$ cat src/rtl/pm_boot_loader_if.sv
// Host byte stream and program-memory write port of the boot loader.
interface pm_boot_loader_if #(
  parameter int PMA_SIZE = 16,
  parameter int PMD_SIZE = 32
);
  logic [7:0]          host_dt;
  logic                host_valid;
  logic                host_ready;
  logic                pm_ld_wen;
  logic [PMA_SIZE-1:0] pm_ld_add;
  logic [PMD_SIZE-1:0] pm_ld_dt;

  modport master (
    output host_dt, host_valid,
    input  host_ready, pm_ld_wen, pm_ld_add, pm_ld_dt
  );

  modport slave (
    input  host_dt, host_valid,
    output host_ready, pm_ld_wen, pm_ld_add, pm_ld_dt
  );
endinterface

$ cat src/rtl/pm_boot_loader.sv
// Loads program memory from a host byte stream (16-bit BE word count, payload, sum byte),
// then releases the core. Optional idle watchdog enabled by defining BOOT_TIMEOUT_EN.
module pm_boot_loader #(
  parameter int PMA_SIZE       = 16,
  parameter int PMD_SIZE       = 32,
  parameter int BASE_ADD       = 0,
  parameter int TIMEOUT_CYCLES = 1024
) (
  input  logic             clk,
  input  logic             reset,
  input  logic             boot_start,
  pm_boot_loader_if.slave  bus,
  output logic             core_reset,
  output logic             boot_busy,
  output logic             boot_done,
  output logic             boot_err,
  output logic [1:0]       boot_err_code
);

  typedef enum logic [2:0] {
    IDLE   = 3'd0,
    HDR_HI = 3'd1,
    HDR_LO = 3'd2,
    DATA   = 3'd3,
    CHK    = 3'd4,
    DONE   = 3'd5,
    ERR    = 3'd6
  } state_t;

  localparam logic [7:0]          BYTE_LAST = 8'(PMD_SIZE / 8 - 1);
  localparam logic [32:0]         MAX_WORDS = (33'd1 << PMA_SIZE) - 33'(BASE_ADD);
  localparam logic [PMA_SIZE-1:0] ADD_BASE  = PMA_SIZE'(BASE_ADD);
  localparam logic [PMA_SIZE-1:0] ADD_ONE   = PMA_SIZE'(1);

  if ((PMD_SIZE % 8) != 0 || PMD_SIZE < 8 || TIMEOUT_CYCLES < 1) begin : g_cfg_check
    $error("pm_boot_loader: illegal parameterisation");
  end

  function automatic logic [7:0] sum_add(input logic [7:0] sum, input logic [7:0] dt);
    return sum + dt;
  endfunction

  state_t              state_r, state_nx_s;
  logic [1:0]          code_nx_s;
  logic [7:0]          hdr_hi_r;
  logic [15:0]         words_left_r;
  logic [7:0]          byte_cnt_r;
  logic [PMD_SIZE-1:0] asm_r;
  logic [7:0]          sum_r;
  logic [PMA_SIZE-1:0] addr_r;
  logic                accept_s, start_s, last_byte_s, timeout_s, busy_nx_s;
  logic [15:0]         n_s;
  logic [PMD_SIZE-1:0] asm_s;

  assign accept_s    = bus.host_valid & bus.host_ready;
  assign start_s     = boot_start & ((state_r == IDLE) | (state_r == DONE) | (state_r == ERR));
  assign last_byte_s = (byte_cnt_r == BYTE_LAST);
  assign n_s         = {hdr_hi_r, bus.host_dt};
  assign asm_s       = PMD_SIZE'({asm_r, bus.host_dt});
  assign busy_nx_s   = (state_nx_s == HDR_HI) | (state_nx_s == HDR_LO) |
                       (state_nx_s == DATA) | (state_nx_s == CHK);

`ifdef BOOT_TIMEOUT_EN
  logic [31:0] idle_cnt_r;

  // Counts busy cycles that pass without a byte transfer.
  always_ff @(posedge clk) begin
    if (reset || accept_s || start_s || !boot_busy) begin
      idle_cnt_r <= 32'd0;
    end else begin
      idle_cnt_r <= idle_cnt_r + 32'd1;
    end
  end

  assign timeout_s = (idle_cnt_r == 32'(TIMEOUT_CYCLES - 1));
`else
  assign timeout_s = 1'b0;
`endif

  // Next-state and error-code decode.
  always_comb begin
    state_nx_s = state_r;
    code_nx_s  = boot_err_code;
    case (state_r)
      IDLE: begin
        if (boot_start) state_nx_s = HDR_HI;
        else            state_nx_s = IDLE;
      end
      HDR_HI: begin
        if (accept_s) begin
          state_nx_s = HDR_LO;
        end else if (timeout_s) begin
          state_nx_s = ERR;
          code_nx_s  = 2'b11;
        end else begin
          state_nx_s = HDR_HI;
        end
      end
      HDR_LO: begin
        if (accept_s) begin
          if ({17'd0, n_s} > MAX_WORDS) begin
            state_nx_s = ERR;
            code_nx_s  = 2'b10;
          end else if (n_s == 16'd0) begin
            state_nx_s = CHK;
          end else begin
            state_nx_s = DATA;
          end
        end else if (timeout_s) begin
          state_nx_s = ERR;
          code_nx_s  = 2'b11;
        end else begin
          state_nx_s = HDR_LO;
        end
      end
      DATA: begin
        if (accept_s) begin
          if (last_byte_s && words_left_r == 16'd1) state_nx_s = CHK;
          else                                      state_nx_s = DATA;
        end else if (timeout_s) begin
          state_nx_s = ERR;
          code_nx_s  = 2'b11;
        end else begin
          state_nx_s = DATA;
        end
      end
      CHK: begin
        if (accept_s) begin
          if (bus.host_dt == sum_r) begin
            state_nx_s = DONE;
          end else begin
            state_nx_s = ERR;
            code_nx_s  = 2'b01;
          end
        end else if (timeout_s) begin
          state_nx_s = ERR;
          code_nx_s  = 2'b11;
        end else begin
          state_nx_s = CHK;
        end
      end
      DONE, ERR: begin
        if (boot_start) begin
          state_nx_s = HDR_HI;
          code_nx_s  = 2'b00;
        end else begin
          state_nx_s = state_r;
        end
      end
      default: begin
        state_nx_s = IDLE;
        code_nx_s  = 2'b00;
      end
    endcase
  end

  // State register and status flags registered from the next state.
  always_ff @(posedge clk) begin
    if (reset) begin
      state_r        <= IDLE;
      bus.host_ready <= 1'b0;
      boot_busy      <= 1'b0;
      core_reset     <= 1'b1;
      boot_done      <= 1'b0;
      boot_err       <= 1'b0;
      boot_err_code  <= 2'b00;
    end else begin
      state_r        <= state_nx_s;
      bus.host_ready <= busy_nx_s;
      boot_busy      <= busy_nx_s;
      core_reset     <= (state_nx_s != DONE);
      boot_done      <= (state_nx_s == DONE);
      boot_err       <= (state_nx_s == ERR);
      boot_err_code  <= code_nx_s;
    end
  end

  // Header capture, word assembly, checksum and PM write port.
  always_ff @(posedge clk) begin
    if (reset) begin
      hdr_hi_r      <= 8'd0;
      words_left_r  <= 16'd0;
      byte_cnt_r    <= 8'd0;
      asm_r         <= '0;
      sum_r         <= 8'd0;
      addr_r        <= ADD_BASE;
      bus.pm_ld_wen <= 1'b0;
      bus.pm_ld_add <= '0;
      bus.pm_ld_dt  <= '0;
    end else begin
      bus.pm_ld_wen <= 1'b0;
      if (start_s) begin
        byte_cnt_r <= 8'd0;
        asm_r      <= '0;
        sum_r      <= 8'd0;
        addr_r     <= ADD_BASE;
      end else if (accept_s) begin
        case (state_r)
          HDR_HI: hdr_hi_r <= bus.host_dt;
          HDR_LO: words_left_r <= n_s;
          DATA: begin
            sum_r <= sum_add(sum_r, bus.host_dt);
            asm_r <= asm_s;
            if (last_byte_s) begin
              byte_cnt_r    <= 8'd0;
              words_left_r  <= words_left_r - 16'd1;
              bus.pm_ld_wen <= 1'b1;
              bus.pm_ld_add <= addr_r;
              bus.pm_ld_dt  <= asm_s;
              addr_r        <= addr_r + ADD_ONE;
            end else begin
              byte_cnt_r <= byte_cnt_r + 8'd1;
            end
          end
          default: begin
          end
        endcase
      end
    end
  end

endmodule

$ cat src/flat_wrapper.sv
// flat-port wrapper written by rule: the top's interface ports become plain ports
module pm_boot_loader_flat 
#(
  parameter int PMA_SIZE       = 16,
  parameter int PMD_SIZE       = 32,
  parameter int BASE_ADD       = 0,
  parameter int TIMEOUT_CYCLES = 1024
)
  (clk, reset, boot_start, core_reset, boot_busy, boot_done, boot_err, boot_err_code, bus_host_dt, bus_host_valid, bus_host_ready, bus_pm_ld_wen, bus_pm_ld_add, bus_pm_ld_dt);
  pm_boot_loader_if #(.PMA_SIZE(PMA_SIZE), .PMD_SIZE(PMD_SIZE)) bus_i ();
  input  logic clk;
  input  logic reset;
  input  logic boot_start;
  output logic core_reset;
  output logic boot_busy;
  output logic boot_done;
  output logic boot_err;
  output logic [1:0] boot_err_code;
  input wire logic [$bits(bus_i.host_dt)-1:0] bus_host_dt;
  input wire logic [$bits(bus_i.host_valid)-1:0] bus_host_valid;
  output wire logic [$bits(bus_i.host_ready)-1:0] bus_host_ready;
  output wire logic [$bits(bus_i.pm_ld_wen)-1:0] bus_pm_ld_wen;
  output wire logic [$bits(bus_i.pm_ld_add)-1:0] bus_pm_ld_add;
  output wire logic [$bits(bus_i.pm_ld_dt)-1:0] bus_pm_ld_dt;
  assign bus_i.host_dt = bus_host_dt;
  assign bus_i.host_valid = bus_host_valid;
  assign bus_host_ready = bus_i.host_ready;
  assign bus_pm_ld_wen = bus_i.pm_ld_wen;
  assign bus_pm_ld_add = bus_i.pm_ld_add;
  assign bus_pm_ld_dt = bus_i.pm_ld_dt;
  pm_boot_loader #(.PMA_SIZE(PMA_SIZE), .PMD_SIZE(PMD_SIZE), .BASE_ADD(BASE_ADD), .TIMEOUT_CYCLES(TIMEOUT_CYCLES)) u_core (.clk(clk), .reset(reset), .boot_start(boot_start), .bus(bus_i), .core_reset(core_reset), .boot_busy(boot_busy), .boot_done(boot_done), .boot_err(boot_err), .boot_err_code(boot_err_code));
endmodule
$ cat config.mk
export PLATFORM = sky130hd
export DESIGN_NAME = pm_boot_loader_flat
export DESIGN_NICKNAME = d
export VERILOG_FILES = /design/src/rtl/pm_boot_loader_if.sv /design/src/rtl/pm_boot_loader.sv /design/src/flat_wrapper.sv
export SDC_FILE = /design/constraint.sdc
export NUM_CORES = 1
export LEC_CHECK = 0
export ABC_AREA = 1
export CAP_MARGIN = 20
export CORE_MARGIN = 10
export CORE_UTILIZATION = 55
export CTS_BUF_LIST = sky130_fd_sc_hd__clkbuf_8
export DETAILED_ROUTE_END_ITERATION = 6
export PLACE_DENSITY = 0.77
export SLEW_MARGIN = 20
export SYNTH_ARGS = -nofsm -noshare
export SYNTH_HDL_FRONTEND = slang
export SYNTH_SLANG_ARGS = --single-unit
$ cat constraint.sdc
create_clock -name clk -period 2.29 [get_ports clk]
set_input_delay 0.458 -clock clk [delete_from_list [all_inputs] [get_ports clk]]
set_output_delay 0.458 -clock clk [all_outputs]
set_load 0.01 [all_outputs]
==> metrics.yaml <==
status:
  status: "finished, final reports clean"
timing:
  setup_ws_ns: 0.312
  final_max_slew_viol_count: 0
  setup_viol: 0
  hold_viol: 0
  skew_ns: 0.00983
  fin_crit_sh_pct: 86.4
  fin_hold_ws_ns: 0.468
  slew_headroom_pct: 64.7
  rsz0062_at_grt: "false"
  period_needed_ns: 1.98
  worst_pin_slew_ns: 0.529
  fmax_mhz: 506
detailed_routing:
  vias: 5868
  drt_iter0_drc: 570
  drt_first_pass_iters: 6
  viasPerCell: 5.33
  routed_wl_um: 16300
  ant_nets: 0
  wl_per_cell_um: 14.8
  drc: 0
global_route:
  grt_pass1_wl_um: 27100
  grt_use_total_pct: 20.4
  grt_max_degree: 38
  overflow: 0
  grt_pass1_vias: 5529
  grt_antenna_before_repair: 0
floorplanning:
  dieArea_um2: 15800
  die_h_um: 126
  start_util_pct: 56.4
  pin_count: 68
  num_rows: 38
  dieWidth_um: 126
  core-area_um2: 10900
pwr:
  fin_total_pwr_mw: 4.67
  powerDensity_nw_per_um2: 622
  vdd_drop_max_v: 0.000563
  switching_share_pct: 24.2
  p_switching_mw: 1.13
  p_int_mw: 3.54
  combPwrFrac_pct: 6.0
  pwr-share-clk_pct: 42.4
  leakagePower_nw: 2.98
  sequentialPowerShare_pct: 51.5
synthesis:
  ys_warn_count: 0
  synth_compound_area_share_pct: 16.5
  yosys.area_share.simple_pct: 26.2
  synthMuxAreaShare_pct: 0
  synth_ff_type: "dfxtp_1"
  ys_types: 39
  synthesis.nets: 884
  synthAdderAreaFrac_pct: 2.57
  synth-xor-area-share_pct: 2.00
  synth_area_um2: 6140
  yosysSeqAreaShare_pct: 44.7
  syn_area_per_cell_um2: 7.14
  ys_async_sr_fraction_pct: 0
  synth_top_family_by_area: "simple AND/OR/NAND/NOR gates"
  synth-seq-cells: 137
  synthCells: 860
  synth_edf_count: 0
worst_setup_path:
  reg2reg_depth: 8
  critPathKind: "in2reg"
  cp_max_fo: 3
  cp.required_ns: 2.63
  start_kind: "input port"
  worstPathArrival_ns: 2.32
  reg2reg_slack_ns: 0.35
  critPathCaptureType: "flop"
final_layout:
  final_common_cell: "nand2_1"
  diodes: 0
  stdcell_area_um2: 7510
  synthToLayoutAreaGrowth_pct: 22.2
  final_cell_count_no_fill: 1100
  fillers: 965
  multi_input_area_um2: 2900
  regArea_um2: 2740
  final_cell_mix: "nand2_1 (164), dfxtp_1 (137), nor2_1 (136)"
  layout.nets: 971
  layout-drive-gt1-share_pct: 8.44
placed_design:
  gp_congestion: 0.940
  preCtsSetupSlack_ns: -0.128
  io_buffers: 66
  dpl_cell_area_um2: 7100
  dp_cells: 1068
  dp_hpwl_um: 11800
min_path:
  hold_depth: 2
  hold_path_class: "reg2reg"
clock_network:
  root_buffer: "clkbuf_8"
  hold_buffers: 0
  cts_setup_buffers: 0
  cts-resized-gates: 0
  numCtsBuffers: 17
  clock_latency_ns: 0.45
  cts_sinks: 137
  htreeDepth: 4
  clockBufferDepth: 2
  clkTransAtPathRegs_ns: 0.07
  cts_tree: "built"
flow_run:
  cap_violations: 0
-- per-stage QoR --
stage | util, % | TNS [ns]
3_3_place_gp | 65.2 | -0.153
6_report | 68.9 | 0
2_1_floorplan | - | 0
5_1_grt | 68.9 | 0
4_1_cts | 68.9 | 0
3_5_place_dp | 65.2 | -0.483
-- final cells by class --
type | instances | share of cell area [%]
clock buffer | 20 | 3.67
multi-input combinational | 599 | 38.7
inverter | 86 | 4.30
sequential | 137 | 36.5
timing repair buffer | 106 | 12.8
tap | 140 | 2.33
clock inverter | 12 | 1.70
-- final timing paths --
| path | to | from |
|---|---|---|
| setup reg to reg | u_core.byte_cnt_r[2] | u_core.byte_cnt_r[0] |
| hold / removal | u_core.asm_r[23] | u_core.asm_r[23] |
| hold reg to reg | u_core.asm_r[23] | u_core.asm_r[23] |
| setup / recovery | u_core.sum_r[6] | bus_host_dt[0] |
-- synthesized netlist by cell type, types with 2 or more instances --
| cell type | instances | area share (%) |
|---|---|---|
| nand3b_1 | 2 | 0.24 |
| o21ai_1 | 2 | 0.16 |
| nor3_1 | 14 | 1.1 |
| dfxtp_1 | 137 | 45 |
| o21ai_0 | 85 | 6.9 |
| a31oi_1 | 2 | 0.20 |
| o211ai_1 | 3 | 0.37 |
| nand2_1 | 164 | 10 |
| inv_2 | 2 | 0.12 |
| xnor2_1 | 4 | 0.57 |
| buf_2 | 12 | 0.98 |
| nand4_1 | 10 | 1.0 |
| buf_4 | 2 | 0.24 |
| xor2_1 | 10 | 1.4 |
| o22ai_1 | 2 | 0.20 |
| ha_1 | 11 | 2.2 |
| nand3_1 | 33 | 2.7 |
| nor4_1 | 6 | 0.61 |
| nor3b_1 | 2 | 0.24 |
| inv_1 | 83 | 5.1 |
| or2_2 | 3 | 0.31 |
| clkbuf_1 | 19 | 1.2 |
| a211oi_1 | 7 | 0.86 |
| nor2_1 | 136 | 8.3 |
| nor2_8 | 2 | 0.65 |
| buf_1 | 3 | 0.18 |
| a21oi_1 | 92 | 7.5 |
-- power by group through the flow --
stage	registers, mW	clock network [mW]	logic [mW]
floorplan	2.46	0	0.153
global placement	2.46	0	0.273
global route	2.41	2.11	0.311
detailed placement	2.46	0	0.277
CTS	2.41	2.02	0.279
finish	2.41	1.98	0.282
-- cells by family after synthesis --
group,after synthesis
AO/OA/AOI/OAI,195
buffers and inverters,124
XOR/XNOR,14
other,1
adder cells (fa/ha/maj),12
flip-flops,137
AND/OR/NAND/NOR,377
-- worst max-delay path, stage by stage --
cell	delay, ns
clkdlybuf4s50_1	0.50
ha_1	0.18
inv_1	0.05
fa_1	0.41
o21ai_0	0.24
nand2_1	0.08
nand2_1	0.06
nand2_1	0.06
nand3_1	0.07
nand3_1	0.07
o211ai_1	0.08
inv_1	0.05
-- state kept, by name (all words and copies together) (netlist names), 3 cells and up --
name and cells:
u_core.byte_cnt_r 8, u_core.bus.pm_ld_add 16, u_core.sum_r 8, u_core.words_left_r 16, u_core.hdr_hi_r 8, u_core.addr_r 16
u_core.asm_r 24, u_core.state_r 3, u_core.bus.pm_ld_dt 32
-- metal layers --
layer  up-vias  share of wire [%]  global-route usage [%]
li1       2972                  -                       -
met1      2688                 44                    24.7
met2       178                 47                    32.8
met3        30                7.1                    6.59
met4         0                2.2                    8.33
met5         -                  0                       0
Power figures use the tool's default switching activity.
